### config.mk
export PLATFORM = sky130hd
export DESIGN_NAME = mac_result_buf
export DESIGN_NICKNAME = d
export VERILOG_FILES = /design/src/rtl/mac_result_buf.sv
export SDC_FILE = /design/constraint.sdc
export NUM_CORES = 1
export LEC_CHECK = 0
export BUFFER_PORTS_ARGS = -buffer_cell sky130_fd_sc_hd__clkbuf_2
export CAP_MARGIN = 10
export CELL_PAD_IN_SITES_DETAIL_PLACEMENT = 1
export CELL_PAD_IN_SITES_GLOBAL_PLACEMENT = 1
export CORE_MARGIN = 2
export CORE_UTILIZATION = 49
export DETAILED_ROUTE_END_ITERATION = 10
export GPL_TIMING_DRIVEN = 0
export PLACE_DENSITY_LB_ADDON = 0.12
export SLEW_MARGIN = 10
export SYNTH_ARGS = -nofsm -noshare
export SYNTH_HDL_FRONTEND = slang
export SYNTH_SLANG_ARGS = --single-unit
### constraint.sdc
create_clock -name clk -period 2.82 [get_ports clk]
set_input_delay 0.423 -clock clk [delete_from_list [all_inputs] [get_ports clk]]
set_output_delay 0.423 -clock clk [all_outputs]
set_load 0.02 [all_outputs]
### src/rtl/mac_result_buf.sv
// mac_result_buf: buffers MAC dot-product results in a small FIFO and streams them
// out on valid/ready, tagging the last row of each product. Option: RESULT_SAT_EN.
module mac_result_buf #(
    parameter int DEPTH    = 4,
    parameter int NUM_ROWS = 8
) (
    input  logic                       clk,
    input  logic                       reset,
    input  logic [15:0]                f,
    input  logic                       valid_in,
    input  logic                       ovf_in,
    output logic [15:0]                out_data,
    output logic                       out_ovf,
    output logic                       out_last,
    output logic                       out_valid,
    input  logic                       out_ready,
    output logic [$clog2(DEPTH+1)-1:0] count,
    output logic                       drop_err
);

    localparam int AW = $clog2(DEPTH);
    localparam int CW = $clog2(DEPTH + 1);
    localparam int RW = (NUM_ROWS > 1) ? $clog2(NUM_ROWS) : 1;
    localparam logic [CW-1:0] FULL     = CW'(DEPTH);
    localparam logic [RW-1:0] LAST_ROW = RW'(NUM_ROWS - 1);

    // entry = {last, ovf, data}
    logic [17:0]   mem [DEPTH];
    logic [17:0]   head;
    logic [AW-1:0] rd_ptr;
    logic [AW-1:0] wr_ptr;
    logic [RW-1:0] row_cnt;
    logic [15:0]   wdata;
    logic          pop;
    logic          push;
    logic          is_last;

    assign out_valid = (count != '0);
    assign pop       = out_valid & out_ready;
    // A pop in the same cycle frees the slot, so a full FIFO can still accept.
    assign push      = valid_in & ((count != FULL) | pop);
    assign is_last   = (row_cnt == LAST_ROW);

    always_comb begin
        wdata = f;
`ifdef RESULT_SAT_EN
        if (ovf_in) wdata = f[15] ? 16'h7FFF : 16'h8000;
`endif
    end

    assign head     = mem[rd_ptr];
    assign out_data = out_valid ? head[15:0] : 16'h0000;
    assign out_ovf  = out_valid & head[16];
    assign out_last = out_valid & head[17];

    always_ff @(posedge clk or negedge reset) begin
        if (!reset) begin
            rd_ptr   <= '0;
            wr_ptr   <= '0;
            count    <= '0;
            row_cnt  <= '0;
            drop_err <= 1'b0;
        end else begin
            if (pop)  rd_ptr <= rd_ptr + 1'b1;
            if (push) wr_ptr <= wr_ptr + 1'b1;
            if (push && !pop)      count <= count + 1'b1;
            else if (pop && !push) count <= count - 1'b1;
            // Rows advance even on a dropped result to keep last-tag aligned with the MAC.
            if (valid_in) row_cnt <= is_last ? '0 : row_cnt + 1'b1;
            if (valid_in && !push) drop_err <= 1'b1;
        end
    end

    always_ff @(posedge clk) begin
        if (push) mem[wr_ptr] <= {is_last, ovf_in, wdata};
    end

endmodule

==> results by group, run 1 <==
Die
  • Number of primary I/O pins: 44
  • Height of the die: 86.4 um
  • Starting density of the core: 49.8%
  • Std cell rows: 30
  • Die Area: 0.00747 sq mm
  • X dimension of the die: 86.4 um
  • Core Footprint: 0.00668 sq mm

Pwr
  • Total power divided by cell area: 1120 mW/mm^2
  • Sequential cell fraction of total power: 41.1%
  • Clock Power Share: 21.1%
  • Internal portion of total power: 0.00289 W
  • Worst vdd ir: 0.000476 V
  • Switching power summed over all nets: 0.00143 W
  • Switching share of power: 33.1%
  • Static Leakage: 1.42 nW
  • Logic pwr share: 37.8%

Routing
  • Total vias in the final route: 1623
  • Wire length after detailed routing: 5700 um
  • WL/cell: 19.0 um
  • Iteration count of the initial detailed-routing pass: 4
  • Final routed DRC violation total: 0
  • Average via count per standard cell: 5.41
  • DRT iter0 DRCs: 88
  • Residual antenna-violating net count after detailed routing: 0

Logic synthesis
  • Top cell type's share of synthesized area: 65.0%
  • Syn Std Cell Area: 0.00333 sq mm
  • Mean instance size in the synthesized netlist: 20.8 sq um
  • Yosys warning total: 0
  • Fraction of synthesized cell area in xor and xnor cells: 1.58%
  • Mapped Nets: 189
  • Flops & latches, synth: 83
  • Most numerous cell in the Yosys netlist: edfxtp_1
  • Synthesized-area fraction occupied by ao, oa, aoi and oai cells: 0.263%
  • Most instantiated flip-flop cell in the synthesis netlist: edfxtp_1
  • Number of distinct library cells after synthesis: 23
  • Share of the yosys chip area belonging to registers: 73.2%
  • Number of instances in the synthesized netlist: 160
  • Combinational family with the most area after synthesis: multiplexers
  • Simple-gate share of the synthesized area: 5.75%
  • Share of synthesized area spent on multiplexers: 14.0%
  • Adder-cell share of the synthesized area: 3.23%
  • Post-synthesis cell type with the largest combined area: edfxtp_1
  • Post-synth ARST share: 13.3%
  • Top cell types by occurrence after synthesis: edfxtp_1 (72), and2_1 (18), mux4_2 (18)
  • Number of enable-type register cells in the synthesized netlist: 72
  • Main area contributors after synthesis: edfxtp_1 (65%), mux4_2 (12%), dfrtp_1 (8.3%)

Critical path
  • Launch point of the critical path: count[0]
  • Capturing element type of the critical path: primary output
  • Arr. time, crit path: 1.86 ns
  • Critical Path Max Stage Delay: 0.47 ns
  • Type of origin of the critical path: flip-flop
  • Cell chain of the critical path: or3_4, clkbuf_1, and2_1, clkbuf_2
  • Register-to-Register Path Depth: 8
  • Setup slack of the worst register-to-register path: 0.68 ns
  • Library cell contributing the largest single delay on the critical path: dfrtp_1
  • Critical Path Fanout Max: 10
  • Critical path destination: out_data[1]
  • Crit Path Class: flip-flop to primary output
  • End of the worst register-to-register path: count[2]
  • Worst R2R Start: count[0]
  • WP data required: 2.40 ns

STA
  • Tightest Pin Transition: 0.517 ns
  • Count of final hold-check violations: 0
  • Slew margin rel.: 65.6%
  • Setup repair after global routing missed its margin: no
  • Count of final max-slew check failures: 0
  • Final setup vio count: 0
  • Upper clock frequency limit: 439 MHz
  • Final-layout setup total negative slack: 0 ns
  • Ratio of final minimum period to clock period: 80.8%
  • Worst Clk Skew: 0.0100 ns
  • Post-layout min period: 2.28 ns

Clock network
  • TritonCTS clock tree: built
  • Maximum buffer depth of the clock tree: 2
  • Clock Root Buffer: clkbuf_8
  • Clock Latency Late Sink: 0.35 ns
  • Number of buffers created by CTS: 9
  • Number of clock sinks: 83
  • Post-cts repair resize count: 0
  • CTS H-Tree Depth: 3
  • Clock transition at the register clock pins on the worst setup and hold paths after CTS: 0.09 ns

Global routing
  • Wire length of the first global-routing pass: 8960 um
  • Vias in the first global route: 1796
  • Total GRT Usage: 16.6%
  • Met3 layer usage reported by global route: 3.81%
  • Antenna violations before repair: 0
  • Total overflow reported by the global router: 0
  • Busiest metal layer after global routing: met2
  • Global Route met2 Usage: 28.7%
  • Pin count of the biggest net entering global routing: 19
  • GR met1 Demand/Resource: 19.6%

Placement
  • Placer's final routability congestion estimate: 0.683
  • Placed Instance Area: 0.00364 sq mm
  • Number of I/O port buffers: 43
  • Estimated wirelength of the detail-placed design: 3780 um

Layout
  • Number of fill cells: 615
  • Area of all placed cells without fillers: 0.00387 sq mm
  • P&R area growth vs syn: 16.2%
  • Number of nets in the final layout: 244
  • Share of layout cells above drive strength 1: 42.3%
  • Number of antenna repair diodes: 0

Job
  • Maximum Capacitance Violations: 0

Min path
  • Min-delay worst type: input port to flip-flop

Outcome
  • Status: complete, no violations
[cells by family (layout without fill, tap and decap cells)]
family,count (synthesis),after routing
AO/OA/AOI/OAI,1,1
multiplexers,23,23
buffers and inverters,10,70
AND/OR/NAND/NOR,29,29
adder cells (fa/ha/maj),8,8
flip-flops,83,83
XOR/XNOR,6,6
[state kept, by name, indices dropped and copies added, names as in the netlist]
signal and count:
row_cnt 3, wr_ptr 2, rd_ptr 2, mem 72
drop_err 1, count 3
[placed cells by master (no fill, tap or decap)]
master / instances
nand3_1: 1
buf_4: 1
clkinv_4: 1
buf_6: 3
dlygate4sd3_1: 1
a21o_2: 1
dfrtp_1: 11
clkbuf_8: 9
bufinv_16: 2
buf_2: 1
nand2_1: 1
mux2_4: 1
xor2_1: 2
clkbuf_1: 2
nor2_1: 2
fa_1: 1
clkbuf_2: 43
ha_1: 7
mux4_2: 18
and2_2: 4
and2_1: 18
clkinv_1: 1
clkinv_2: 2
xnor2_1: 4
nor2b_1: 1
mux2_2: 4
or3_4: 1
nor4b_2: 1
edfxtp_1: 72
inv_6: 1
inv_1: 3
[what timing repair did]
action                    in CTS  in global routing
buffers inserted               0                  0
hold buffers                   1                  0
hold endpoints to repair      11                  0
[power groups by stage]
| stage | Combinational, W | Sequential, W | Clock [W] |
|---|---|---|---|
| 2_1_floorplan | 0.00117 | 0.00180 | 0 |
| 3_3_place_gp | 0.00162 | 0.00177 | 0 |
| 3_5_place_dp | 0.00167 | 0.00181 | 0 |
| 4_1_cts | 0.00168 | 0.00178 | 0.000928 |
| 5_1_grt | 0.00178 | 0.00181 | 0.000966 |
| 6_report | 0.00163 | 0.00177 | 0.000910 |
[cell type report]
cell class	instances	area (sq um)	area share, %
repair buffers	44	225	5.82
well taps	80	100	2.59
clock inverters	7	91.3	2.36
clock buffers	9	124	3.20
inverters	3	11.3	0.291
plain buffers	7	53.8	1.39
multi-input cells	67	826	21.3
flip-flops and latches	83	2440	63.0
[per-stage QoR]
step                      util, %  hold slack (ns)  instances  total power, W  worst slack (ns)
final                        57.9            0.296        300         0.00432             0.541
after global routing         57.9            0.290        300         0.00456             0.453
after CTS                    57.9            0.282        300         0.00438             0.504
after detailed placement     54.5            0.318        283         0.00348             0.689
after global placement       54.5            0.308        283         0.00339             0.738
after floorplan                 -            0.127        160         0.00297             0.744
[worst min-delay path by stage]
| stage | slack, ns | depth (start not counted) | from | endpoint |
|---|---|---|---|---|
| after CTS | 0.28 | 1 | f[9] | mem[0][9] |
| after detailed placement | 0.32 | 1 | reset | wr_ptr[1] |
| final | 0.30 | 1 | f[2] | mem[2][2] |
| after floorplan | 0.13 | 0 | reset | count[0] |
| after global placement | 0.31 | 1 | reset | wr_ptr[0] |
| after global routing | 0.29 | 1 | f[9] | mem[0][9] |
[critical path, delay by kind of cell, from the launching register on]
kind | cells | cell delay, ns
buffers and inverters | 2 | 0.39
and+or+nand+nor | 2 | 0.66
DFF | 1 | 0.47
[layer usage]
metal,wire length [um],up-vias
li1,-,734
met1,2330,840
met2,3030,38
met3,221,11
met4,123,0
met5,0,-
Power figures use the tool's default switching activity.
==> run 2, diff against run 1 <==
--- a/config.mk
+++ b/config.mk
@@ -5,12 +5,13 @@
 export SDC_FILE = /design/constraint.sdc
 export NUM_CORES = 1
 export LEC_CHECK = 0
+export ABC_AREA = 1
 export BUFFER_PORTS_ARGS = -buffer_cell sky130_fd_sc_hd__clkbuf_2
 export CAP_MARGIN = 10
 export CELL_PAD_IN_SITES_DETAIL_PLACEMENT = 1
 export CELL_PAD_IN_SITES_GLOBAL_PLACEMENT = 1
 export CORE_MARGIN = 2
-export CORE_UTILIZATION = 49
+export CORE_UTILIZATION = 41
 export DETAILED_ROUTE_END_ITERATION = 10
 export GPL_TIMING_DRIVEN = 0
 export PLACE_DENSITY_LB_ADDON = 0.12
==> constraint.sdc (replaced) <==
create_clock -name clk -period 1.9 [get_ports clk]
set_input_delay 0.285 -clock clk [delete_from_list [all_inputs] [get_ports clk]]
set_output_delay 0.285 -clock clk [all_outputs]
set_load 0.02 [all_outputs]
==> results by group, run 2 <==
Clock network
  • TritonCTS clock tree: built
  • Maximum buffer depth of the clock tree: 2 (unchanged)
  • CTS H-Tree Depth: 3 (unchanged)
  • Clock Latency Late Sink: 0.36 ns (about the same)
  • Clock Root Buffer: clkbuf_8
  • Number of clock sinks: 83 (unchanged)
  • Number of buffers created by CTS: 9 (unchanged)
  • Clock transition at the register clock pins on the worst setup and hold paths after CTS: 0.09 ns (about the same)

Min path
  • Min-delay worst type: input port to flip-flop

STA
  • Final setup vio count: 0 (unchanged)
  • Post-layout min period: 1.88 ns
  • Tightest Pin Transition: 0.706 ns (+0.190 ns)
  • Worst Clk Skew: 0.0109 ns (+0.000847 ns)
  • Setup repair after global routing missed its margin: yes
  • Count of final hold-check violations: 0 (unchanged)
  • Slew margin rel.: 52.9% (-13 points)
  • Final-layout setup total negative slack: 0 ns (unchanged)
  • Count of final max-slew check failures: 0 (unchanged)
  • Ratio of final minimum period to clock period: 98.9%
  • Upper clock frequency limit: 532 MHz

Routing
  • Final routed DRC violation total: 0 (unchanged)
  • Average via count per standard cell: 4.77 (-12%)
  • Total vias in the final route: 2589 (+60%)
  • Residual antenna-violating net count after detailed routing: 0 (unchanged)
  • Wire length after detailed routing: 8650 um (+52%)
  • WL/cell: 15.9 um (-16%)
  • Iteration count of the initial detailed-routing pass: 4 (unchanged)
  • DRT iter0 DRCs: 72 (-18%)

Critical path
  • Type of origin of the critical path: flip-flop
  • Arr. time, crit path: 1.59 ns (-0.27 ns)
  • Critical Path Fanout Max: 5 (-5)
  • WP data required: 1.62 ns (-0.78 ns)
  • Capturing element type of the critical path: primary output
  • Crit Path Class: flip-flop to primary output

Outcome
  • Status: complete, no violations

Placement
  • Placer's final routability congestion estimate: 0.723 (+5.8%)
  • Placed Instance Area: 0.00413 sq mm (+13%)
  • Number of I/O port buffers: 43 (unchanged)
  • Estimated wirelength of the detail-placed design: 5610 um (+49%)

Pwr
  • Switching power summed over all nets: 0.00316 W (+120%)
  • Switching share of power: 39.2% (+6.1 points)
  • Sequential cell fraction of total power: 31.9% (-9.2 points)
  • Internal portion of total power: 0.00489 W (+69%)
  • Total power divided by cell area: 1690 mW/mm^2 (+51%)
  • Total design power: 0.00804 W (+86%)
  • Static Leakage: 2.20 nW (+54%)
  • Clock Power Share: 19.2% (-1.9 points)
  • Worst vdd ir: 0.000687 V (+44%)
  • Logic pwr share: 48.9% (+11 points)

Layout
  • Number of antenna repair diodes: 0 (unchanged)
  • Commonest cells after routing, fill and taps aside: nand2_1 (88), inv_1 (83), edfxtp_1 (72)
  • Max reg flops: 72 (unchanged)
  • Most common cell after layout, fill and taps aside: nand2_1
  • Registers with the most flip-flops: mem: 72 flops, count: 3 flops, row_cnt: 3 flops
  • P&R area growth vs syn: 29.4%
  • Area of all placed cells without fillers: 0.00477 sq mm (+23%)
  • End-of-flow core utilization: 54.7% (-3.2 points)
  • Number of nets in the final layout: 459 (+88%)
  • Share of layout cells above drive strength 1: 31.0% (-11 points)
  • Reg with most FFs: mem

Global routing
  • Total GRT Usage: 18.4% (+1.8 points)
  • Antenna violations before repair: 0 (unchanged)
  • Wire length of the first global-routing pass: 13500 um (+51%)
  • Vias in the first global route: 2645 (+47%)
  • Total overflow reported by the global router: 0 (unchanged)
  • Pin count of the biggest net entering global routing: 16 (-3)

Logic synthesis
  • Syn Std Cell Area: 0.00369 sq mm (+11%)
  • Number of enable-type register cells in the synthesized netlist: 72 (unchanged)
  • Post-synth ARST share: 13.3% (unchanged)
  • Flops & latches, synth: 83 (unchanged)
  • Mean instance size in the synthesized netlist: 10.3 sq um (-50%)
  • Number of instances in the synthesized netlist: 357 (+120%)
  • Most numerous cell in the Yosys netlist: nand2_1
  • Top cell types by occurrence after synthesis: nand2_1 (95), inv_1 (84), edfxtp_1 (72)
  • Most instantiated flip-flop cell in the synthesis netlist: edfxtp_1
  • Yosys warning total: 0 (unchanged)
  • Main area contributors after synthesis: edfxtp_1 (59%), nand2_1 (9.7%), inv_1 (8.5%)
  • Post-synthesis cell type with the largest combined area: edfxtp_1
  • Share of the yosys chip area belonging to registers: 66.1% (-7.2 points)
  • Number of distinct library cells after synthesis: 19 (-17%)
  • Mapped Nets: 386 (+100%)
  • Top cell type's share of synthesized area: 58.6% (-6.3 points)

Die
  • Height of the die: 98.9 um (+14%)
  • Die Area: 0.00977 sq mm (+31%)
  • Std cell rows: 34 (+13%)
  • Core Footprint: 0.00872 sq mm (+31%)
  • Starting density of the core: 42.3% (-7.5 points)
  • X dimension of the die: 98.9 um (+14%)
  • Number of primary I/O pins: 44 (unchanged)

Job
  • Maximum Capacitance Violations: 0 (unchanged)
## run 2: cell count changes in the layout (fill, tap and decap cells not counted), moves of 9 or more
cell	previous run	this run
a21oi_2	0	16
and2_1	18	0
buf_4	1	25
clkbuf_2	43	28
inv_1	3	83
mux4_2	18	0
nand2_1	1	88
nand3_1	1	31
nand3_2	0	9
## run 2: critical path, stage by stage, from the launching register on
cell,delay (ns)
dfrtp_2,0.46
buf_6,0.16
clkbuf_16,0.16
nand2_1,0.08
nand3_2,0.09
a21oi_2,0.17
buf_6,0.13
## run 2: cell type report
type,instances,area [sq um]
Fill cell,951,3950
Sequential cell,83,2440
Multi-Input combinational cell,176,997
Timing Repair Buffer,62,484
Inverter,87,339
Tap cell,108,135
Buffer,11,129
Clock buffer,9,124
Clock inverter,7,124
## run 2: power by group through the flow
stage / sequential (W) / clock (W) / combinational (W)
2_1_floorplan: 0.00262 / 0 / 0.00194
3_3_place_gp: 0.00259 / 0 / 0.00290
3_5_place_dp: 0.00260 / 0 / 0.00309
4_1_cts: 0.00256 / 0.00158 / 0.00334
5_1_grt: 0.00261 / 0.00164 / 0.00427
6_report: 0.00257 / 0.00154 / 0.00393
## run 2: routing by layer
metal / track usage, % / routed length, um / vias up
met2: 31.8 / 4410 / 39
met3: 3.48 / 214 / 10
met1: 23.1 / 3910 / 1267
met5: 0 / 0 / -
met4: 6.95 / 119 / 0
li1: - / - / 1273
## run 2: timing repair
item                       CTS  global route
gates cloned                 0             2
pin swaps                    1             8
setup endpoints to repair   66            39
gates resized for setup     29            63
buffers inserted             1            11
hold endpoints to repair    11             0
hold buffers                 1             0
## run 2: logic make-up after synthesis
group,share of synthesized area [%]
simple gates,16.2
buf+inv,11.4
flops,66.1
compound gates,2.92
fa+ha+maj,2.92
xor+xnor,0.475
## run 2: worst paths after layout
check | startpoint | endpoint | slack [ns] | cells past startpoint
max | rd_ptr[0] | out_ovf | 0.02 | 6
min | f[9] | mem[1][9] | 0.15 | 1
max reg2reg | count[2] | mem[3][11] | 0.04 | 6
min reg2reg | drop_err | drop_err | 0.48 | 1
max in group asynchronous | reset | rd_ptr[0] | 1.32 | 2
min in group asynchronous | reset | row_cnt[1] | 0.33 | 2
## run 2: through the flow
step	hold WS (ns)	std cells	worst slack, ns
final	0.146	543	0.0205
after global routing	0.133	543	-0.0853
after CTS	0.130	530	0.00135
after detailed placement	0.188	512	-0.235
after global placement	0.186	508	-0.915
after floorplan	-0.0106	357	-0.175
